===== config.mk =====
export PLATFORM = sky130hd
export DESIGN_NAME = input_debounce
export DESIGN_NICKNAME = d
export VERILOG_FILES = /design/src/rtl/input_debounce_pkg.sv /design/src/rtl/input_debounce_sync_ff.sv /design/src/rtl/input_debounce.sv
export SDC_FILE = /design/constraint.sdc
export NUM_CORES = 1
export LEC_CHECK = 0
export CAP_MARGIN = 10
export CORE_MARGIN = 5
export CORE_UTILIZATION = 55
export CTS_CLUSTER_DIAMETER = 120
export DETAILED_ROUTE_END_ITERATION = 8
export HOLD_SLACK_MARGIN = 0.02
export MAX_ROUTING_LAYER = met4
export PLACE_DENSITY_LB_ADDON = 0.2
export SYNTH_ARGS = -nofsm -noshare
export SYNTH_HDL_FRONTEND = slang
export SYNTH_SLANG_ARGS = --single-unit
export TNS_END_PERCENT = 1

===== constraint.sdc =====
create_clock -name clk -period 3.75 [get_ports clk]
set_input_delay 1.125 -clock clk [delete_from_list [all_inputs] [get_ports clk]]
set_output_delay 1.125 -clock clk [all_outputs]
set_load 0.02 [all_outputs]

===== src/rtl/input_debounce_pkg.sv =====
// -----------------------------------------------------------------------------
// input_debounce_pkg
//   Shared definitions for the input_debounce block:
//     - state_e : debounce FSM state encoding (2-bit, STABLE_LOW = 0)
//     - sat_inc : saturating increment used by the optional glitch counter
// -----------------------------------------------------------------------------
package input_debounce_pkg;

    typedef enum logic [1:0] {
        STABLE_LOW  = 2'd0,
        CHECK_HIGH  = 2'd1,
        STABLE_HIGH = 2'd2,
        CHECK_LOW   = 2'd3
    } state_e;

    // Increment value, holding at 2**width-1. Supports counter widths up to 32.
    function automatic logic [31:0] sat_inc(input logic [31:0] value,
                                            input int unsigned width);
        logic [31:0] max_v;
        max_v = (width >= 32) ? '1 : ((32'd1 << width) - 32'd1);
        return (value >= max_v) ? max_v : (value + 32'd1);
    endfunction

endpackage


===== src/rtl/input_debounce_sync_ff.sv =====
// -----------------------------------------------------------------------------
// input_debounce_sync_ff
//   STAGES-deep flop chain bringing an asynchronous pin into the clk domain.
//   Ports:
//     clk  in   system clock
//     rst  in   synchronous reset, active-high (all flops load RESET_VAL)
//     d    in   raw asynchronous input
//     q    out  synchronised output (last flop of the chain)
// -----------------------------------------------------------------------------
module input_debounce_sync_ff #(
    parameter int STAGES    = 2,
    parameter bit RESET_VAL = 1'b0
) (
    input  logic clk,
    input  logic rst,
    input  logic d,
    output logic q
);

    (* ASYNC_REG = "TRUE" *) logic [STAGES-1:0] sync_q;
    logic [STAGES-1:0] sync_d;

    always_comb begin
        sync_d = {sync_q[STAGES-2:0], d};
    end

    always_ff @(posedge clk) begin
        if (rst) begin
            sync_q <= {STAGES{RESET_VAL}};
        end else begin
            sync_q <= sync_d;
        end
    end

    assign q = sync_q[STAGES-1];

endmodule


===== src/rtl/input_debounce.sv =====
// -----------------------------------------------------------------------------
// input_debounce
//   Synchronises a raw pin, rejects bounce/glitches shorter than
//   DEBOUNCE_CYCLES synchronised samples and produces a clean level plus
//   single-cycle rise/fall strobes.
//   Ports:
//     clk         in   system clock
//     rst         in   synchronous reset, active-high
//     din         in   raw asynchronous pin
//     dout        out  debounced level
//     rise        out  1-cycle strobe on dout 0->1
//     fall        out  1-cycle strobe on dout 1->0
//     glitch_cnt  out  saturating count of aborted transitions
//   Build option:
//     DEBOUNCE_GLITCH_CNT_EN  defined   -> glitch counter built (saturates)
//                             undefined -> glitch_cnt tied to 0
// -----------------------------------------------------------------------------
module input_debounce
    import input_debounce_pkg::*;
#(
    parameter int SYNC_STAGES     = 2,
    parameter int DEBOUNCE_CYCLES = 16,
    parameter int CNT_W           = 16,
    parameter int INVERT          = 0,
    parameter int GLITCH_W        = 16
) (
    input  logic                clk,
    input  logic                rst,
    input  logic                din,
    output logic                dout,
    output logic                rise,
    output logic                fall,
    output logic [GLITCH_W-1:0] glitch_cnt
);

    localparam logic [CNT_W-1:0] CNT_LAST = CNT_W'(DEBOUNCE_CYCLES - 1);
    localparam bit               IMMEDIATE = (DEBOUNCE_CYCLES == 1);
    localparam bit               INV       = (INVERT != 0);

    logic sync_out;
    logic s;

    // The chain resets to the raw level that reads as 0 after inversion, so a
    // pin already sitting at the active level still needs the full
    // synchroniser + debounce latency before the first rise.
    input_debounce_sync_ff #(
        .STAGES    (SYNC_STAGES),
        .RESET_VAL (INV)
    ) u_sync (
        .clk (clk),
        .rst (rst),
        .d   (din),
        .q   (sync_out)
    );

    assign s = sync_out ^ INV;

    state_e           state_q, state_d;
    logic [CNT_W-1:0] cnt_q, cnt_d;
    logic             dout_q, dout_d;
    logic             rise_q, rise_d;
    logic             fall_q, fall_d;

    always_comb begin
        state_d = state_q;
        cnt_d   = cnt_q;
        dout_d  = dout_q;
        rise_d  = 1'b0;
        fall_d  = 1'b0;
        case (state_q)
            STABLE_LOW: begin
                if (s) begin
                    if (IMMEDIATE) begin
                        dout_d  = 1'b1;
                        rise_d  = 1'b1;
                        state_d = STABLE_HIGH;
                    end else begin
                        cnt_d   = CNT_W'(1);
                        state_d = CHECK_HIGH;
                    end
                end
            end
            CHECK_HIGH: begin
                if (!s) begin
                    cnt_d   = '0;
                    state_d = STABLE_LOW;
                end else if (cnt_q == CNT_LAST) begin
                    cnt_d   = '0;
                    dout_d  = 1'b1;
                    rise_d  = 1'b1;
                    state_d = STABLE_HIGH;
                end else begin
                    cnt_d = cnt_q + CNT_W'(1);
                end
            end
            STABLE_HIGH: begin
                if (!s) begin
                    if (IMMEDIATE) begin
                        dout_d  = 1'b0;
                        fall_d  = 1'b1;
                        state_d = STABLE_LOW;
                    end else begin
                        cnt_d   = CNT_W'(1);
                        state_d = CHECK_LOW;
                    end
                end
            end
            CHECK_LOW: begin
                if (s) begin
                    cnt_d   = '0;
                    state_d = STABLE_HIGH;
                end else if (cnt_q == CNT_LAST) begin
                    cnt_d   = '0;
                    dout_d  = 1'b0;
                    fall_d  = 1'b1;
                    state_d = STABLE_LOW;
                end else begin
                    cnt_d = cnt_q + CNT_W'(1);
                end
            end
            default: begin
                state_d = STABLE_LOW;
                cnt_d   = '0;
            end
        endcase
    end

    always_ff @(posedge clk) begin
        if (rst) begin
            state_q <= STABLE_LOW;
            cnt_q   <= '0;
            dout_q  <= 1'b0;
            rise_q  <= 1'b0;
            fall_q  <= 1'b0;
        end else begin
            state_q <= state_d;
            cnt_q   <= cnt_d;
            dout_q  <= dout_d;
            rise_q  <= rise_d;
            fall_q  <= fall_d;
        end
    end

    assign dout = dout_q;
    assign rise = rise_q;
    assign fall = fall_q;

`ifdef DEBOUNCE_GLITCH_CNT_EN
    logic                glitch_evt;
    logic [GLITCH_W-1:0] glitch_q, glitch_d;

    // An abort is any CHECK state seeing the old level again.
    assign glitch_evt = ((state_q == CHECK_HIGH) && !s) ||
                        ((state_q == CHECK_LOW)  &&  s);

    always_comb begin
        glitch_d = glitch_q;
        if (glitch_evt) begin
            glitch_d = GLITCH_W'(sat_inc(32'(glitch_q), GLITCH_W));
        end
    end

    always_ff @(posedge clk) begin
        if (rst) begin
            glitch_q <= '0;
        end else begin
            glitch_q <= glitch_d;
        end
    end

    assign glitch_cnt = glitch_q;
`else
    assign glitch_cnt = '0;
`endif

endmodule


Yosys cells after proc, flatten, opt, wreduce, memory -nomap -nowiden
Index checks and enable logic that the tools add are counted.

Bits in registers: 23. Input bits: 3. Output and inout bits: 19. Logic and storage cells: 48.

Reductions and logical operators: 7. Bitwise operators: 3. Eq/ne operators: 12. Add/sub/neg operators: 1. Mux-type cells: 19.

Operators by type and width (number): $mux W16 (5); $pmux W16 S4 (1); $add A16 B1 Y16 const B (1); $eq A16 B4 Y1 const B (1); $mux W2 (6); $ne A2 B2 Y1 const B (4); $pmux W2 S4 (1); $reduce_or A3 Y1 (2); $mux W1 (5); $reduce_and A5 Y1 (1); $eq A2 B2 Y1 const B (2); $ne A2 B1 Y1 const B (2); $reduce_and A4 Y1 (1); $ne A3 B2 Y1 const B (1); $ne A3 B3 Y1 const B (1); $not A1 Y1 (3); $eq A2 B1 Y1 const B (1); $logic_not A2 Y1 (1); $pmux W1 S2 (1); $reduce_and A2 Y1 (1); $reduce_bool A2 Y1 (1).

Logic depth before layout (Yosys ltp)
Gate-level depths: netlist of run 1.

Depth in word-level cells: 4. Gate-level depth with buffers: 7. Depth with buffers taken out: 5.

Hierarchy
From an unflattened synthesis of run 1, not the netlist that was laid out.

Cell total of the unflattened synthesis: 141. Area, all modules: 1247.4 um^2.

By module, submodules not included: input_debounce (instances 1, seq. area each 420.4 um^2, cells an instance 137, area each 1194.9 um^2); input_debounce_sync_ff (instances 1, seq. area each 40.0 um^2, cells an instance 4, area each 52.6 um^2).

Worst setup path before layout of run 1
No wires, ideal clock.

Path type: input to register. Start: input port rst. End: register cnt_q[13]. Path slack: 1.618 ns. Library setup time: 0.074 ns. Data arrival time: 2.058 ns. Data required time: 3.676 ns. Buffers on the path: 1. Stages on the path: 4. Cells stage by stage: nor3_2 > clkbuf_1 > or3b_1 > a31oi_1.

RTL lines: start, declared (line input_debounce.sv:28) `input logic rst,`; end signal, assigned (line input_debounce.sv:137) `cnt_q <= cnt_d;`; end, declared (line input_debounce.sv:59) `logic [CNT_W-1:0] cnt_q, cnt_d;`.

==> metrics.txt, run 1 <==
setup_tns=0 ns; number of setup buffers added after CTS=0; Resize count post-CTS=0; CP Data Arrival Time=2.80 ns; Final Hold Vio Count=0; Final Setup Violations=0; Pwr Total=400 uW; drt first pass iters=5; Hold Slack=0.466 ns; Longest Clk Path Bufs=2; Crit path largest cell delay=0.61 ns; Hold Crit Class=reg2reg; area share of the largest cell type after synthesis=35.3%; Non-Filler Instances=186; DRC viols=0; Tightest Pin Transition=0.879 ns; Synth area leaders=dfxtp_1, buf_4, a31oi_1, nand2_1, nand3_1; #FFs+latches synth=23; synthesized area per cell=8.37 sq um; number of global-route vias before repair=1039; global-route wire length before repair=4.61 mm; period utilization=69.2%; Leak Pwr=0.450 nW; routed via count=1148; H-tree depth=1; drt via density=6.17; DR iter-0 viols=46; largest family of logic cells by synthesized area=simple AND/OR/NAND/NOR gates; area delta synth->final=2.30%; critical path, cell by cell=clkdlybuf4s50_1, nor3_2, buf_4, nand2_1, o41ai_1; sequential fraction of the synthesis area=35.3%; CTS Buf Count=3; Cell Pwr Density=300 nW/um^2; met2 GRT Util=29.2%; status=complete, no violations; RSZ-0062 raised after global routing=false; synthesized area=1310 sq um; Initial Util=58.4%; fin worst setup slack=1.16 ns; FP Rows=17; CTS sink cnt=23; post-route cell area=1340 sq um; Clock Pin Slew Worst Setup and Hold Paths=0.12 ns; mean routed wirelength per cell=14.7 um; f_max=385 MHz; Required @ worst endpoint=3.96 ns; antenna cells=0; Hold Buf Count CTS=0; Overflow after GRT=0; largest net degree at the start of global routing=23; area of placed instances=1310 sq um; placed insts=182; Final Max Slew Viols=0; Post-synth EDFFs=0; Worst-Skew Late Latency=0.31 ns; GP Congestion=0.821; xor/xnor share of the synthesized area=2.01%; Post-Route Skew=0.0104 ns; Final #Nets=163; Max Cap Viol=0; die width=58.7 um; Synth Area in Compound Gates=19.3%; Cell variety after synth=45; Final Util=59.8%; GRT busiest layer=met2; share of cells above drive strength 1=7.59%; DPL Wire Length=1.98 mm; max_slew headroom=41.2%; routed wire length=2.73 mm; mux contribution to synthesized area=0%; Detail Route Antenna Nets=0; total track usage=17.6%; startpoint class of the critical path=input port; Ys Warns=0; post-synthesis cell count=156; worst slack at placement=0.852 ns; Port-buffer cells=5; Worst setup EP type=flop; CTS tree=built; maximum VDD drop=0.242 mV; met1 usage=19.6%; Post-synth ARST share=0%; Clock Root Buffer=clkbuf_4; die area=3450 sq um; Core Area=2230 sq um; crit path time final=2.59 ns; chip height=58.7 um; adder-cell share of the synthesized area=0.959%; Critical-path top delay cell=clkdlybuf4s50_1; CP max FO=21; crit path kind=in2reg; area leader, netlist=dfxtp_1; Post-synth top flop=dfxtp_1; initial antenna violation count=0; # IOs=22; simple-gate share of the synthesized area=29.1%; grt met3 use=6.36%
-- layout by cell type (no fill, tap or decap), types with 2 or more instances in the layout --
cell type | Yosys | final
buf_4 | 16 | 2
a31oi_1 | 13 | 13
a41oi_1 | 3 | 3
a211oi_1 | 2 | 2
clkdlybuf4s50_1 | 0 | 5
nor2b_1 | 2 | 2
clkbuf_4 | 0 | 3
nor2_1 | 2 | 2
or3_1 | 3 | 3
conb_1 | 1 | 16
nor4_1 | 5 | 5
o21ai_0 | 4 | 4
nand4_1 | 6 | 6
a21oi_1 | 5 | 5
nand3_1 | 8 | 8
inv_1 | 5 | 5
xor2_1 | 2 | 2
o211ai_1 | 3 | 3
nor3_1 | 4 | 4
nand2_1 | 15 | 15
o21ai_1 | 2 | 2
dfxtp_1 | 23 | 23
or3b_1 | 2 | 2
-- worst max-delay path, delay by kind of cell --
family	cells	cell delay, ns
compound gates	1	0.44
buf+inv	2	0.86
simple gates	2	0.38
-- cells by family (layout without fill, tap and decap cells) --
group	count (synthesis)	in the layout
flip-flops	23	23
AO/OA/AOI/OAI	38	38
buffers and inverters	29	16
AND/OR/NAND/NOR	61	61
adder cells (fa/ha/maj)	1	1
other	1	16
XOR/XNOR	3	3
-- state kept, by name, indices dropped and copies added, names as in the netlist, named ones only --
register	cells
cnt_q	16
dout	1
fall	1
rise	1
state_q	1
u_sync.sync_q	2
-- report_power, final --
part | internal [mW] | switching, mW
combinational | 0.00889 | 0.0258
clock | 0.0416 | 0.0722
sequential | 0.247 | 0.00410
-- final timing paths --
path,to,cells after the start,start,slack (ns)
worst max-delay path,cnt_q[8],5,rst,1.16
worst min-delay path,u_sync.sync_q[1],1,u_sync.sync_q[0],0.47
worst max register to register,dout,5,cnt_q[0],1.31
worst min register to register,u_sync.sync_q[1],1,u_sync.sync_q[0],0.47
-- cell usage after synthesis, drive strengths merged, types with 2 or more instances --
cell,count
nand2,15
buf,18
o211ai,3
a21oi,5
nor2,2
nor3,5
or4,2
nand3,8
dfxtp,23
a31oi,13
o31a,2
clkbuf,6
inv,5
o21ai,6
a41oi,3
nor2b,2
and4,2
a211oi,2
nand4,8
xor2,2
or3b,2
or3,3
nor4,5
-- cell type report --
| type | instances | area, sq um |
|---|---|---|
| inverters | 5 | 18.8 |
| fillers | 203 | 898 |
| well taps | 28 | 35.0 |
| multi-input cells | 119 | 729 |
| flip-flops and latches | 23 | 460 |
| repair buffers | 7 | 65.1 |
| clock buffers | 4 | 26.3 |
-- metal layers --
metal | vias to the layer above | part of all wire (%)
met1 | 527 | 40
met5 | - | 0
met3 | 6 | 8.6
li1 | 568 | -
met2 | 47 | 50
met4 | 0 | 1.3
Note: power is estimated with default switching activity, not from simulation.
==> run 2: changes to the inputs <==
--- a/config.mk
+++ b/config.mk
@@ -7,7 +7,7 @@
 export LEC_CHECK = 0
 export CAP_MARGIN = 10
 export CORE_MARGIN = 5
-export CORE_UTILIZATION = 55
+export CORE_UTILIZATION = 47
 export CTS_CLUSTER_DIAMETER = 120
 export DETAILED_ROUTE_END_ITERATION = 8
 export HOLD_SLACK_MARGIN = 0.02
==> constraint.sdc (replaced) <==
create_clock -name clk -period 2.1 [get_ports clk]
set_input_delay 0.63 -clock clk [delete_from_list [all_inputs] [get_ports clk]]
set_output_delay 0.63 -clock clk [all_outputs]
set_load 0.02 [all_outputs]
==> run 2 against run 1 <==
Register-to-register slack lost 1.1 ns. Clock power rose by 83%. Final cell count up 6.5%. Count of clock-buffer cells in the layout shrank 1. Core utilization fell by 7.8 points. Critical path type is now reg2reg.
==> metrics.txt, run 2 (synthesized netlist as in run 1, its figures left out) <==
Required @ worst endpoint=2.31 ns; mean routed wirelength per cell=14.6 um; sequential power share=62.1%; Final Hold Vio Count=0; Max Cap Viol=0; Initial Util=48.2%; chip height=62.7 um; routed via count=1196; Hold Buf Count CTS=0; commonest non-fill, non-tap cell in the layout=dfxtp_1; Leak Pwr=0.495 nW; clock power share=28.9%; drt first pass iters=4; startpoint class of the critical path=flop; most frequent cells in the layout=dfxtp_1, conb_1, nand2_1; DPL Wire Length=2.15 mm; total track usage=16.0%; max reg flops=16; CTS tree=built; DRC viols=0; Worst setup EP type=flop; Overflow after GRT=0; NetSw=191 uW; share of cells above drive strength 1=13.8%; GP Congestion=0.879; Final Setup Violations=0; status=complete, no violations; RSZ-0062 raised after global routing=false; period utilization=91.6%; drt via density=6.04; Largest Register=cnt_q; Pwr Total=722 uW; # IOs=22; Final Max Slew Viols=0; Non-Filler Instances=198; Hold Slack=0.462 ns; Core Area=2710 sq um; initial antenna violation count=0; Final #Nets=172; CTS Buf Count=3; number of global-route vias before repair=1161; Longest Clk Path Bufs=2; setup_tns=0 ns; Worst-Skew Late Latency=0.32 ns; largest net degree at the start of global routing=14; die width=62.7 um; CP max FO=9; Port-buffer cells=5; placed insts=191; area delta synth->final=7.96%; maximum VDD drop=0.382 mV; Post-Route Skew=0.00239 ns; FP Rows=19; global-route wire length before repair=5.07 mm; Hold Crit Class=reg2reg; Clock Root Buffer=clkbuf_4; filler instances=274; antenna cells=0; Internal Pwr Total=531 uW; crit path kind=reg2reg; f_max=520 MHz; crit path time final=1.92 ns; H-tree depth=1; Clock Pin Slew Worst Setup and Hold Paths=0.13 ns; Sw Ratio=26.5%; Detail Route Antenna Nets=0; Cell Pwr Density=512 nW/um^2; CP Data Arrival Time=2.14 ns; die area=3930 sq um; routed wire length=2.89 mm; CTS sink cnt=23; biggest registers after layout=cnt_q x16, u_sync.sync_q x2; DR iter-0 viols=36; Comb pwr share=8.9%
## run 2: changes by cell type in the layout (fill, tap and decap cells not counted), sizes merged
cell and change:
clkinv +1, buf +9, clkbuf -1
## run 2: worst paths after layout
check | cells after the start | slack (ns) | start | endpoint
worst min register to register | 1 | 0.46 | u_sync.sync_q[0] | u_sync.sync_q[1]
worst max-delay path | 6 | 0.18 | cnt_q[0] | cnt_q[8]
worst min-delay path | 1 | 0.46 | u_sync.sync_q[0] | u_sync.sync_q[1]
worst max register to register | 6 | 0.18 | cnt_q[0] | cnt_q[8]
## run 2: what timing repair did
action	in CTS	in global routing
resized for setup	0	1
setup buffers	0	3
endpoints found under the setup margin	0	11
## run 2: area by class of cell
class,count,area (sq um),share of cell area [%]
clock inverters,1,5.00,0.355
well taps,31,38.8,2.75
multi-input cells,119,731,51.9
flip-flops and latches,23,460,32.7
inverters,5,18.8,1.33
clock buffers,3,22.5,1.60
repair buffers,16,133,9.41
## run 2: worst max-delay path: stages (launching register included)
cell	delay, ns
dfxtp_1	0.48
ha_1	0.28
and4b_1	0.26
nand4_1	0.25
buf_4	0.26
a32oi_1	0.19
o41ai_1	0.09
## run 2: power by group through the flow
| stage | combinational [mW] | clock, mW | sequential (mW) |
|---|---|---|---|
| floorplan | 0.0696 | 0 | 0.457 |
| global placement | 0.0632 | 0 | 0.458 |
| detailed placement | 0.0636 | 0 | 0.458 |
| CTS | 0.0638 | 0.221 | 0.449 |
| global route | 0.0699 | 0.241 | 0.451 |
| finish | 0.0645 | 0.209 | 0.449 |
## run 2: per-stage QoR
step	worst slack, ns	utilization, %	instance area [sq um]
global placement	0.0948	50.1	1360
finish	0.176	52.0	1410
CTS	0.0963	51.1	1390
floorplan	0.374	-	1360
detailed placement	0.0260	50.1	1360
global route	0.00474	52.0	1410
## run 2: layer usage
layer  global-route usage (%)  up-vias  routed length (um)
li1                         -      583                   -
met1                     19.4      560                1230
met2                     24.7       44                1440
met3                     3.24        9                 125
met4                     8.49        0                  95
met5                        -        -                   0
==> run 3: changes to the inputs <==
==> constraint.sdc (replaced) <==
create_clock -name clk -period 2.1 [get_ports clk]
set_input_delay 0.63 -clock clk [delete_from_list [all_inputs] [get_ports clk]]
set_output_delay 0.63 -clock clk [all_outputs]
set_load 0.1 [all_outputs]
==> run 3 against run 2 <==
Combinational power grew to 2.8 times the previous value. Via count is 3.8% lower. Power is 17% higher. Final cell count is 1.5% lower. Sequential share of layout area is 0.18 points higher. Critical path depth is 1 lower. Core utilization is 0.28 points lower. Critical endpoint is now cnt_q[12].
==> metrics.txt, run 3 (synthesized netlist as in run 1, its figures left out) <==
status=complete, no violations; Largest Register=cnt_q; DRC viols=0; Sw Ratio=36.1%; Internal Pwr Total=537 uW; area delta synth->final=7.38%; largest net degree at the start of global routing=16; most frequent cells in the layout=dfxtp_1, conb_1, nand2_1; Cell Pwr Density=600 nW/um^2; share of cells above drive strength 1=12.8%; commonest non-fill, non-tap cell in the layout=dfxtp_1; Clock Root Buffer=clkbuf_4; Worst setup EP type=flop; GP Congestion=0.826; RSZ-0062 raised after global routing=false; Port-buffer cells=5; Final Setup Violations=0; CTS tree=built; H-tree depth=1; f_max=528 MHz; FP Rows=19; FF-to-FF Start=cnt_q[0]; startpoint class of the critical path=flop; crit path kind=reg2reg; crit path time final=1.90 ns; CP Data Arrival Time=2.15 ns; Clock Pin Slew Worst Setup and Hold Paths=0.13 ns; die width=62.7 um; CTS sink cnt=23; antenna cells=0; routed via count=1151; DR iter-0 viols=57; DPL Wire Length=2.15 mm; Comb pwr share=21.2%; Final Hold Vio Count=0; CP max FO=6; maximum VDD drop=0.434 mV; Hold Crit Class=reg2reg; Hold Crit Depth=1; Worst R2R Path Depth=5; chip height=62.7 um; clock power share=25.4%; NetSw=304 uW; Hold Buf Count CTS=0; Longest Clk Path Bufs=2; Hold Slack=0.460 ns; Resize count post-CTS=0; Initial Util=48.2%; sequential power share=53.4%; Hold Path End=u_sync.sync_q[1]; placed insts=191; Non-Filler Instances=195; Worst R2R End=cnt_q[12]; Worst-Skew Late Latency=0.31 ns; drt via density=5.90; mean routed wirelength per cell=14.8 um; setup_tns=0 ns; hold path startpoint=u_sync.sync_q[0]; global-route wire length before repair=5.04 mm; drt first pass iters=4; Leak Pwr=0.491 nW; Required @ worst endpoint=2.35 ns; number of global-route vias before repair=1142; Core Area=2710 sq um; Final Util=51.7%; period utilization=90.3%; Max Cap Viol=0; Final Max Slew Viols=0; max reg flops=16; biggest registers after layout=cnt_q x16, u_sync.sync_q x2; Detail Route Antenna Nets=0; routed wire length=2.89 mm; Overflow after GRT=0; Final #Nets=169; total track usage=15.8%; CP startpoint=cnt_q[0]; number of setup buffers added after CTS=0; Post-Route Skew=0.00327 ns; Register-to-Register Setup Slack=0.20 ns; CTS Buf Count=3; # IOs=22; Pwr Total=841 uW; die area=3930 sq um; initial antenna violation count=0
==> run 3: cell count changes in the layout (fill, tap and decap cells not counted), sizes merged <==
| cell | change |
|---|---|
| clkinv | -1 |
| clkdlybuf4s50 | -3 |
| clkbuf | +1 |
==> run 3: area by class of cell <==
type	count	area, sq um
fillers	283	1310
well taps	31	38.8
flip-flops and latches	23	460
multi-input cells	119	729
inverters	5	18.8
repair buffers	13	128
clock buffers	4	26.3
==> run 3: how the worst max path moves through the flow <==
| stage | slack [ns] | cells past startpoint | end |
|---|---|---|---|
| floorplan | 0.37 | 4 | cnt_q[15] |
| global placement | 0.07 | 4 | cnt_q[15] |
| detailed placement | 0.03 | 4 | cnt_q[8] |
| CTS | 0.17 | 5 | rise |
| global route | 0.05 | 5 | cnt_q[12] |
| finish | 0.20 | 5 | cnt_q[12] |
==> run 3: per-stage QoR <==
step,setup WS [ns],area [sq um]
after CTS,0.169,1400
final,0.205,1400
after floorplan,0.374,1360
after global placement,0.0714,1380
after detailed placement,0.0329,1380
after global routing,0.0485,1400
==> run 3: critical path, stage by stage, from the launching register on <==
cell and delay [ns]:
dfxtp_1 0.49, ha_1 0.27, nand3_1 0.14, or3_1 0.46, or3_1 0.33, o211ai_1 0.15
==> run 3: power by group through the flow <==
stage                     logic, mW  clock network [mW]  registers (mW)
after floorplan               0.169                   0           0.468
after global placement        0.177                   0           0.459
after detailed placement      0.177                   0           0.459
after CTS                     0.177               0.219           0.450
after global routing          0.184               0.242           0.451
final                         0.178               0.214           0.450
==> run 3: routing by layer <==
metal,GRT usage [%],part of all wire [%]
met5,-,0
met3,2.16,2.0
met2,27.1,50
met1,18.7,47
met4,5.84,1.3
